### src/rtl/hp_cvt_int2fp_pipe.sv
// Integer (signed or unsigned) to IEEE-style float converter, three register stages.
// Latency: 3 cycles accept-to-out_valid, 1 operand per cycle when not stalled.
// Backpressure: out_ready low freezes S3; upstream stages fill bubbles, then in_ready drops.
// Optional macro HP_CVT_STICKY_FLAGS_EN adds flags_clr and sticky_inexact/sticky_overflow.
module hp_cvt_int2fp_pipe #(
    parameter int INTn = 32,
    parameter int NEXP = 8,
    parameter int NSIG = 7
) (
    input  logic                 clk,
    input  logic                 rst,
    input  logic                 in_valid,
    output logic                 in_ready,
    input  logic [INTn-1:0]      in_data,
    input  logic                 in_signed,
    input  logic [2:0]           in_rm,
    output logic                 out_valid,
    input  logic                 out_ready,
    output logic [NEXP+NSIG:0]   out_data,
    output logic                 out_inexact,
    output logic                 out_overflow
`ifdef HP_CVT_STICKY_FLAGS_EN
    ,
    input  logic                 flags_clr,
    output logic                 sticky_inexact,
    output logic                 sticky_overflow
`endif
);

    localparam int LZW  = $clog2(INTn + 1);
    localparam int EW   = NEXP + LZW + 2;
    localparam int BIAS = (1 << (NEXP - 1)) - 1;
    localparam int EMAX = (1 << NEXP) - 1;
    localparam int W    = NEXP + NSIG + 1;

    // Stage 1 state: sign, magnitude, leading-zero count, rounding mode
    logic             r1_vld;
    logic             r1_sign;
    logic [INTn-1:0]  r1_abs;
    logic [LZW-1:0]   r1_lzc;
    logic [2:0]       r1_rm;

    // Stage 2 state: normalized fraction, guard/sticky, unbiased exponent
    logic             r2_vld;
    logic             r2_sign;
    logic             r2_zero;
    logic [NSIG-1:0]  r2_frac;
    logic             r2_g;
    logic             r2_s;
    logic [EW-1:0]    r2_exp;
    logic [2:0]       r2_rm;

    // Stage 3 state: packed result and flags
    logic             r3_vld;
    logic [W-1:0]     r3_dat;
    logic             r3_inx;
    logic             r3_ovf;

    logic             w_ld2;
    logic             w_ld3;
    logic             w_sign;
    logic [INTn-1:0]  w_abs;
    logic [LZW-1:0]   w_lzc;
    logic [INTn-1:0]  w_norm;
    logic             w_up;
    logic [NSIG:0]    w_sum;
    logic             w_carry;
    logic [EW-1:0]    w_bexp;
    logic [W-1:0]     w_inf;
    logic [W-1:0]     w_maxf;
    logic [W-1:0]     w_res;
    logic             w_inx;
    logic             w_ovf;

    // A stage loads when it is empty or its current contents move on this cycle.
    assign w_ld3    = r2_vld && (!r3_vld || out_ready);
    assign w_ld2    = r1_vld && (!r2_vld || w_ld3);
    assign in_ready = !rst && (!r1_vld || w_ld2);

    assign out_valid    = r3_vld;
    assign out_data     = r3_dat;
    assign out_inexact  = r3_inx;
    assign out_overflow = r3_ovf;

    // Magnitude: negation of the most negative value wraps to 2^(INTn-1), which is still the right unsigned magnitude.
    assign w_sign = in_signed & in_data[INTn-1];
    assign w_abs  = w_sign ? (~in_data + 1'b1) : in_data;

    // Leading-zero count: scanning upward, the highest set bit is the last to assign.
    always_comb begin
        w_lzc = '0;
        for (int i = 0; i < INTn; i++) begin
            if (w_abs[i]) begin
                w_lzc = LZW'(INTn - 1 - i);
            end
        end
    end

    // Shift the leading one to the MSB; an all-zero result here marks a zero operand.
    assign w_norm = r1_abs << r1_lzc;

    // Round-increment decision from guard, sticky, sign and mode (codes 5-7 behave as RNE).
    always_comb begin
        w_up = 1'b0;
        case (r2_rm)
            3'd1:    w_up = 1'b0;
            3'd2:    w_up = r2_sign & (r2_g | r2_s);
            3'd3:    w_up = ~r2_sign & (r2_g | r2_s);
            3'd4:    w_up = r2_g;
            default: w_up = r2_g & (r2_s | r2_frac[0]);
        endcase
    end

    // Fraction carry-out means the significand became 2.0: fraction wraps to zero, exponent steps up.
    assign w_sum   = {1'b0, r2_frac} + {{NSIG{1'b0}}, w_up};
    assign w_carry = w_sum[NSIG];
    assign w_bexp  = EW'(BIAS) + r2_exp + {{(EW-1){1'b0}}, w_carry};
    assign w_inf   = {r2_sign, {NEXP{1'b1}}, {NSIG{1'b0}}};
    assign w_maxf  = {r2_sign, {{(NEXP-1){1'b1}}, 1'b0}, {NSIG{1'b1}}};

    // Final packing, with zero and overflow saturation overriding the rounded value.
    always_comb begin
        w_res = {r2_sign, w_bexp[NEXP-1:0], w_sum[NSIG-1:0]};
        w_inx = r2_g | r2_s;
        w_ovf = 1'b0;
        if (r2_zero) begin
            w_res = '0;
            w_inx = 1'b0;
        end else if (w_bexp >= EW'(EMAX)) begin
            w_ovf = 1'b1;
            w_inx = 1'b1;
            case (r2_rm)
                3'd1:    w_res = w_maxf;
                3'd2:    w_res = r2_sign ? w_inf : w_maxf;
                3'd3:    w_res = r2_sign ? w_maxf : w_inf;
                default: w_res = w_inf;
            endcase
        end
    end

    // Stage 1 register: capture operand with its mode on accept.
    always_ff @(posedge clk) begin
        if (rst) begin
            r1_vld  <= 1'b0;
            r1_sign <= 1'b0;
            r1_abs  <= '0;
            r1_lzc  <= '0;
            r1_rm   <= '0;
        end else if (in_ready) begin
            r1_vld <= in_valid;
            if (in_valid) begin
                r1_sign <= w_sign;
                r1_abs  <= w_abs;
                r1_lzc  <= w_lzc;
                r1_rm   <= in_rm;
            end
        end
    end

    // Stage 2 register: normalized fraction, guard/sticky and unbiased exponent.
    always_ff @(posedge clk) begin
        if (rst) begin
            r2_vld  <= 1'b0;
            r2_sign <= 1'b0;
            r2_zero <= 1'b0;
            r2_frac <= '0;
            r2_g    <= 1'b0;
            r2_s    <= 1'b0;
            r2_exp  <= '0;
            r2_rm   <= '0;
        end else if (!r2_vld || w_ld3) begin
            r2_vld <= r1_vld;
            if (w_ld2) begin
                r2_sign <= r1_sign;
                r2_zero <= ~w_norm[INTn-1];
                r2_frac <= w_norm[INTn-2 -: NSIG];
                r2_g    <= w_norm[INTn-NSIG-2];
                r2_s    <= |w_norm[INTn-NSIG-3:0];
                r2_exp  <= EW'(INTn - 1) - EW'(r1_lzc);
                r2_rm   <= r1_rm;
            end
        end
    end

    // Stage 3 register: result held unchanged while the consumer stalls.
    always_ff @(posedge clk) begin
        if (rst) begin
            r3_vld <= 1'b0;
            r3_dat <= '0;
            r3_inx <= 1'b0;
            r3_ovf <= 1'b0;
        end else if (!r3_vld || out_ready) begin
            r3_vld <= r2_vld;
            if (w_ld3) begin
                r3_dat <= w_res;
                r3_inx <= w_inx;
                r3_ovf <= w_ovf;
            end
        end
    end

`ifdef HP_CVT_STICKY_FLAGS_EN
    // Sticky flags: a handed-off result's flags win over a same-cycle clear.
    always_ff @(posedge clk) begin
        if (rst) begin
            sticky_inexact  <= 1'b0;
            sticky_overflow <= 1'b0;
        end else if (r3_vld && out_ready) begin
            sticky_inexact  <= sticky_inexact | r3_inx;
            sticky_overflow <= sticky_overflow | r3_ovf;
        end else if (flags_clr) begin
            sticky_inexact  <= 1'b0;
            sticky_overflow <= 1'b0;
        end
    end
`endif

endmodule

### config.mk
export PLATFORM = sky130hd
export DESIGN_NAME = hp_cvt_int2fp_pipe
export DESIGN_NICKNAME = d
export VERILOG_FILES = /design/src/rtl/hp_cvt_int2fp_pipe.sv
export SDC_FILE = /design/constraint.sdc
export NUM_CORES = 1
export LEC_CHECK = 0
export BUFFER_PORTS_ARGS = -buffer_cell sky130_fd_sc_hd__clkbuf_2
export CORE_MARGIN = 4
export CORE_UTILIZATION = 45
export DETAILED_ROUTE_END_ITERATION = 7
export PLACE_DENSITY_LB_ADDON = 0.25
export SKIP_LAST_GASP = 1
export SLEW_MARGIN = 20
export SYNTH_ARGS = -nofsm -noshare
export SYNTH_HDL_FRONTEND = slang
export SYNTH_SLANG_ARGS = --single-unit
### constraint.sdc
create_clock -name clk -period 3.1 [get_ports clk]
set_input_delay 0.155 -clock clk [delete_from_list [all_inputs] [get_ports clk]]
set_output_delay 0.155 -clock clk [all_outputs]
set_load 0.01 [all_outputs]
==> results of run 1 <==
logic make-up after synthesis:
group,Yosys count
buffers and inverters,68
multiplexers,62
AO/OA/AOI/OAI,174
XOR/XNOR,39
flip-flops,81
adder cells (fa/ha/maj),7
AND/OR/NAND/NOR,262
worst reg2reg max path, cell delays in order, from the launching register on:
cell and delay [ns]:
sky130_fd_sc_hd__dfxtp_2 0.73, sky130_fd_sc_hd__buf_4 0.39, sky130_fd_sc_hd__mux4_2 0.56, sky130_fd_sc_hd__mux2i_1 0.17, sky130_fd_sc_hd__nand4_1 0.13, sky130_fd_sc_hd__o32ai_1 0.29
sky130_fd_sc_hd__nand4_1 0.14, sky130_fd_sc_hd__nand2_1 0.08, sky130_fd_sc_hd__o21ai_0 0.07
state kept, by name, summed over array words and instances (netlist names), 3 cells and up:
| signal | flops |
|---|---|
| r1_lzc | 5 |
| r2_rm | 3 |
| out_data | 16 |
| r2_frac | 7 |
| r1_rm | 3 |
| r1_abs | 32 |
| r2_exp | 5 |
layout make-up:
class                   count  area, µm²
clock buffers              10        229
clock inverters             4       55.1
fillers                  1223       6190
inverters                   9       33.8
multi-input cells         544       4070
flip-flops and latches     81       1620
well taps                 172        215
repair buffers             73        400
worst max path at each step:
stage                     startpoint            to  slack, ns  cells past startpoint
final                      r1_lzc[0]          r2_s       0.39                      8
after global routing        r2_rm[2]  out_data[10]       0.12                     14
after CTS                   r2_rm[2]   out_data[9]       0.36                     14
after detailed placement  in_data[6]     r1_lzc[4]       0.24                      9
after global placement    in_data[2]     r1_lzc[3]       0.27                      9
after floorplan            r1_lzc[0]          r2_s       0.53                     10
where the power goes:
part	internal, W	switching [W]
clock	0.000619	0.000407
sequential	0.00111	0.0000759
combinational	0.000270	0.000330
through the flow:
stage          hold WS, ns  worst slack (ns)
3_3_place_gp         0.341             0.265
6_report            0.0115             0.395
5_1_grt             0.0152             0.122
4_1_cts            0.00342             0.356
2_1_floorplan        0.254             0.528
3_5_place_dp         0.350             0.237
placed cells by master (no fill, tap or decap), types with 16 or more instances in the layout:
cell                       count
sky130_fd_sc_hd__nand2_1      59
sky130_fd_sc_hd__a211oi_1     18
sky130_fd_sc_hd__nor2_1       60
sky130_fd_sc_hd__dfxtp_1      80
sky130_fd_sc_hd__xnor2_1      23
sky130_fd_sc_hd__nand3b_1     44
sky130_fd_sc_hd__xor2_1       16
sky130_fd_sc_hd__o21ai_0      52
sky130_fd_sc_hd__mux4_2       32
sky130_fd_sc_hd__nor3_1       23
sky130_fd_sc_hd__mux2i_1      24
sky130_fd_sc_hd__a21oi_1      33
sky130_fd_sc_hd__clkbuf_2     59
metal layers:
metal / vias to the layer above / wire length (µm)
li1: 2654 / -
met1: 2498 / 6680
met2: 191 / 6870
met3: 26 / 698
met4: 0 / 357
met5: - / 0
==> impl_metrics.sql, run 1 <==
INSERT INTO impl_metrics (metric_group, metric, value, unit) VALUES
('die', 'starting_density', '46.9', '%'),
('synth', 'synth_cell_types', '70', ''),
('synth', 'synth-edff-count', '0', ''),
('clock_network', 'cts_hold_buf', '0', ''),
('synth', 'synth_top_area_share', '27.0', '%'),
('synth', 'synthDominantAreaCellType', 'sky130_fd_sc_hd__dfxtp_1', ''),
('synth', 'synth_nets', '740', ''),
('clock_network', 'numCtsBuffers', '9', ''),
('place', 'place.port_buffers', '59', ''),
('synth', 'synth_simple_gate_area_share', '24.3', '%'),
('pwr', 'power.static_leakage', '2.26', 'nW'),
('synth', 'most_common_cell_in_the_netlist', 'sky130_fd_sc_hd__dfxtp_1', ''),
('clock_network', 'setup_repair_bufs_after_cts', '0', ''),
('worst_hold_path', 'worst_hold_path.endpoint', 'r1_rm[1]', ''),
('die', 'fp-row-count', '41', ''),
('routing', 'finalWirelength', '14600', 'µm'),
('clock_network', 'worst_skew_pair.late_latency', '0.33', 'ns'),
('place', 'gp_congestion', '0.954', ''),
('global_routing', 'grt_pass1_vias', '5035', ''),
('routing', 'route.detailed.vias_per_inst', '6.01', ''),
('clock_network', 'cts_resized', '0', ''),
('critical_path', 'worst_path_dominant_cell_family', 'multiplexers', ''),
('sta', 'timing.max_slew.rel_slack', '29.1', '%'),
('global_routing', 'grt_start_max_net_pins', '83', ''),
('global_routing', 'initial_antenna_violation_count', '0', ''),
('synth', 'syn-cell-area', '0.00601', 'mm²'),
('clock_network', 'htree_levels', '3', ''),
('sta', 'finalHoldViolCount', '0', ''),
('critical_path', 'worst_path_most_repeated_cell', 'sky130_fd_sc_hd__nand4_1', ''),
('routing', 'route.antenna.remaining_nets', '0', ''),
('synth', 'synth-seq-area-share', '27.0', '%'),
('sta', 'grt_setup_unrepaired', 'false', ''),
('global_routing', 'groute.layer.met3.usage', '2.74', '%'),
('sta', 'period_needed', '2.71', 'ns'),
('cells_and_area', 'final-instance-count-excl-fill', '893', ''),
('synth', 'avgSynthCellArea', '8.67', 'µm²'),
('die', 'placeableCoreArea', '0.0128', 'mm²'),
('routing', 'wl_per_cell', '16.4', 'µm'),
('synth', 'synth_async_sr_flop_share', '0', '%'),
('global_routing', 'grt_first_pass_wirelength', '24600', 'µm'),
('place', 'area_after_dpl', '0.00635', 'mm²'),
('critical_path', 'worstSetupEndpointType', 'flop', ''),
('clock_network', 'clock_tree_from_tritoncts', 'built', ''),
('pwr', 'pwr_dens', '424', 'mW/mm²'),
('critical_path', 'worstSetupStartpointType', 'flop', ''),
('global_routing', 'global_route_layer_with_the_greatest_usage', 'met2', ''),
('critical_path', 'timing.critical_path.buf_inv', '1', ''),
('critical_path', 'crit-reg2reg-capture', 'r2_s', ''),
('flow_run', 'timing.max_cap.violations', '0', ''),
('synth', 'dominant_combinational_cell_family_by_area_after_synthesis', 'simple AND/OR/NAND/NOR gates', ''),
('synth', 'muxShareOfSynthArea', '17.1', '%'),
('routing', 'drt_pass1_iterations', '5', ''),
('critical_path', 'setup_slack_reg_to_reg', '0.39', 'ns'),
('worst_hold_path', 'timing.hold.worst.start', 'in_rm[1]', ''),
('critical_path', 'critPathKind', 'flop to flop', ''),
('die', 'chipWidth', '124', 'µm'),
('global_routing', 'grt_remaining_overflow', '0', ''),
('critical_path', 'regToRegStartpoint', 'r1_lzc[0]', ''),
('global_routing', 'grt.met2_usage', '32.5', '%'),
('routing', 'vias', '5369', ''),
('outcome', 'status', 'finished, final reports clean', ''),
('sta', 'setup_skew', '0.00922', 'ns'),
('cells_and_area', 'number_of_antenna_repair_diodes', '0', ''),
('clock_network', 'clkSlewWorstSetupHoldPaths', '0.06', 'ns'),
('place', 'dpl.hpwl', '11100', 'µm'),
('place', 'post-place-cells', '879', ''),
('clock_network', 'clockBufferDepth', '2', ''),
('critical_path', 'critical_path.slowest_cell', 'sky130_fd_sc_hd__dfxtp_2', ''),
('routing', 'first_iter_violations', '425', ''),
('clock_network', 'root_buffer', 'sky130_fd_sc_hd__clkbuf_16', ''),
('cells_and_area', 'num-nets-final', '765', '');
(Power assumes the default switching activity.)
==> run 2, diff against run 1 <==
- MAX_ROUTING_LAYER: unset -> met4
==> impl_metrics.sql, run 2 (same netlist as run 1, synthesis figures left out) <==
INSERT INTO impl_metrics (metric_group, metric, value, unit) VALUES
('pwr', 'p_seq_share', '41.0', '%'),
('routing', 'drc', '0', ''),
('sta', 'finalMaxSlewViolations', '0', ''),
('clock_network', 'htree_levels', '3', ''),
('die', 'placeableCoreArea', '0.0128', 'mm²'),
('die', 'fp-row-count', '41', ''),
('routing', 'drt_pass1_iterations', '5', ''),
('clock_network', 'root_buffer', 'sky130_fd_sc_hd__clkbuf_16', ''),
('pwr', 'ir_drop', '0.223', 'mV'),
('sta', 'timing.hold.ws', '0.0767', 'ns'),
('outcome', 'status', 'finished, final reports clean', ''),
('clock_network', 'numCtsBuffers', '9', ''),
('pwr', 'p_comb_share', '21.2', '%'),
('global_routing', 'grt.total_usage', '21.4', '%'),
('die', 'starting_density', '46.9', '%'),
('flow_run', 'timing.max_cap.violations', '0', ''),
('critical_path', 'worstPathMaxFanout', '5', ''),
('routing', 'vias', '5383', ''),
('cells_and_area', 'number_of_antenna_repair_diodes', '0', ''),
('place', 'dpl.hpwl', '11700', 'µm'),
('routing', 'route.detailed.vias_per_inst', '5.96', ''),
('cells_and_area', 'mostFrequentLayoutCell', 'sky130_fd_sc_hd__dfxtp_1', ''),
('die', 'die_area', '0.0153', 'mm²'),
('sta', 'timing.max_slew.rel_slack', '30.9', '%'),
('worst_hold_path', 'worst_hold_stages', '3', ''),
('cells_and_area', 'drive_above_1_share', '20.7', '%'),
('pwr', 'net_switching_power_of_the_design', '0.000870', 'W'),
('die', 'chipWidth', '124', 'µm'),
('cells_and_area', 'finish.instance_area', '0.00672', 'mm²'),
('routing', 'wl_per_cell', '17.0', 'µm'),
('global_routing', 'grt_pass1_vias', '5127', ''),
('sta', 'final_min_period_over_clock_period', '87.9', '%'),
('sta', 'grt_setup_unrepaired', 'false', ''),
('critical_path', 'regToRegStartpoint', 'r2_rm[2]', ''),
('place', 'place.port_buffers', '59', ''),
('critical_path', 'crit-reg2reg-capture', 'out_data[10]', ''),
('place', 'area_after_dpl', '0.00638', 'mm²'),
('clock_network', 'setup_repair_bufs_after_cts', '0', ''),
('routing', 'finalWirelength', '15300', 'µm'),
('cells_and_area', 'num-nets-final', '773', ''),
('pwr', 'netSwitchingFraction', '30.2', '%'),
('critical_path', 'wp_data_required', '3.30', 'ns'),
('critical_path', 'timing.critical_path.arrival', '2.93', 'ns'),
('critical_path', 'worstSetupStartpointType', 'flop', ''),
('die', 'io_pins', '60', ''),
('worst_hold_path', 'worst_hold_path.endpoint', 'r1_vld', ''),
('place', 'gp_congestion', '0.967', ''),
('clock_network', 'cts_sinks', '81', ''),
('critical_path', 'worstRegToRegCells', '14', ''),
('routing', 'first_iter_violations', '442', ''),
('sta', 'max_freq', '367', 'MHz'),
('global_routing', 'grt_start_max_net_pins', '83', ''),
('pwr', 'power.static_leakage', '2.31', 'nW'),
('cells_and_area', 'top_register', 'r1_abs', ''),
('pwr', 'power.internal', '0.00201', 'W'),
('worst_hold_path', 'holdCritPathClass', 'input pin to flop', ''),
('cells_and_area', 'largest_register_ff_count', '32', ''),
('critical_path', 'critPathKind', 'flop to flop', ''),
('clock_network', 'clockBufferDepth', '2', ''),
('clock_network', 'cts_resized', '0', ''),
('critical_path', 'setup_slack_reg_to_reg', '0.37', 'ns'),
('global_routing', 'grt_remaining_overflow', '0', ''),
('sta', 'finalHoldViolCount', '0', ''),
('critical_path', 'worstSetupEndpointType', 'flop', ''),
('global_routing', 'grt_first_pass_wirelength', '25600', 'µm'),
('sta', 'tightest_slew', '1.04', 'ns'),
('clock_network', 'clkSlewWorstSetupHoldPaths', '0.06', 'ns'),
('sta', 'setup-tns-final', '0', 'ns'),
('cells_and_area', 'area_growth_syn_to_layout', '11.7', '%'),
('routing', 'route.antenna.remaining_nets', '0', ''),
('die', 'die_height', '124', 'µm'),
('pwr', 'power_frac_clock', '37.8', '%'),
('global_routing', 'initial_antenna_violation_count', '0', ''),
('worst_hold_path', 'timing.hold.worst.start', 'in_valid', ''),
('cells_and_area', 'finish.utilization', '52.4', '%'),
('clock_network', 'clock_tree_from_tritoncts', 'built', ''),
('pwr', 'pwr_dens', '429', 'mW/mm²'),
('sta', 'period_needed', '2.73', 'ns'),
('sta', 'setup_skew', '0.00426', 'ns'),
('cells_and_area', 'most-common-layout-cells', 'sky130_fd_sc_hd__dfxtp_1 (80), sky130_fd_sc_hd__nor2_1 (60), sky130_fd_sc_hd__nand2_1 (59), sky130_fd_sc_hd__clkbuf_2 (59), sky130_fd_sc_hd__o21ai_0 (52)', ''),
('clock_network', 'worst_skew_pair.late_latency', '0.34', 'ns'),
('sta', 'setup_viol_count_final', '0', '');
[run 2: cell count changes in the layout (fill, tap and decap cells not counted)]
cell,previous run,this run
sky130_fd_sc_hd__clkbuf_1,1,0
sky130_fd_sc_hd__clkinv_4,1,0
sky130_fd_sc_hd__buf_4,14,19
sky130_fd_sc_hd__clkinv_2,0,2
sky130_fd_sc_hd__dlygate4sd3_1,0,3
sky130_fd_sc_hd__inv_6,1,2
sky130_fd_sc_hd__inv_8,0,1
[run 2: stage by stage]
stage          power (W)  setup slack, ns  std cells
2_1_floorplan    0.00164            0.528        693
3_3_place_gp     0.00180            0.224        884
3_5_place_dp     0.00181            0.240        884
4_1_cts          0.00290            0.315        903
5_1_grt          0.00302           0.0491        903
6_report         0.00288            0.375        903
[run 2: critical path, cell delays in order (launching register included)]
cell and delay [ns]:
sky130_fd_sc_hd__dfxtp_1 0.37, sky130_fd_sc_hd__and3b_1 0.19, sky130_fd_sc_hd__ha_1 0.26, sky130_fd_sc_hd__nand3b_1 0.07, sky130_fd_sc_hd__a21oi_1 0.16, sky130_fd_sc_hd__ha_1 0.21, sky130_fd_sc_hd__nand3_1 0.13, sky130_fd_sc_hd__nor2_1 0.19
sky130_fd_sc_hd__nand3_1 0.15, sky130_fd_sc_hd__ha_1 0.22, sky130_fd_sc_hd__nor2b_1 0.16, sky130_fd_sc_hd__nor2b_1 0.14, sky130_fd_sc_hd__xor2_1 0.14, sky130_fd_sc_hd__a22oi_1 0.15, sky130_fd_sc_hd__nor2_1 0.05
[run 2: repair_timing]
action | CTS | global route
hold endpoints to repair | 3 | 0
setup endpoints to repair | 0 | 0
hold buffers | 3 | 0
[run 2: final cells by class]
| class | count | area, µm² |
|---|---|---|
| flip-flops and latches | 81 | 1620 |
| clock inverters | 7 | 76.3 |
| fillers | 1276 | 6110 |
| well taps | 172 | 215 |
| inverters | 9 | 33.8 |
| multi-input cells | 544 | 4070 |
| clock buffers | 9 | 225 |
| repair buffers | 81 | 468 |
[run 2: routing by layer]
metal / vias to the layer above / global-route usage, % / routed length (µm)
li1: 2682 / - / -
met1: 2535 / 28.3 / 7060
met2: 140 / 33.9 / 7230
met3: 26 / 2.29 / 569
met4: 0 / 8.37 / 454
met5: - / - / 0
[run 2: how the worst max path moves through the flow]
stage                    to        from  depth (start not counted)  slack [ns]
2_1_floorplan          r2_s   r1_lzc[0]                         10        0.53
3_3_place_gp      r1_lzc[2]  in_data[6]                          9        0.22
3_5_place_dp      r1_lzc[2]  in_data[6]                          9        0.24
4_1_cts        out_data[10]    r2_rm[2]                         14        0.32
5_1_grt        out_data[10]    r2_rm[2]                         14        0.05
6_report       out_data[10]    r2_rm[2]                         14        0.37
[run 2: power groups by stage]
stage	Clock [W]	Combinational (W)	Sequential (W)
6_report	0.00109	0.000611	0.00118
5_1_grt	0.00115	0.000675	0.00120
4_1_cts	0.00111	0.000609	0.00118
3_5_place_dp	0	0.000604	0.00121
3_3_place_gp	0	0.000595	0.00120
2_1_floorplan	0	0.000463	0.00117
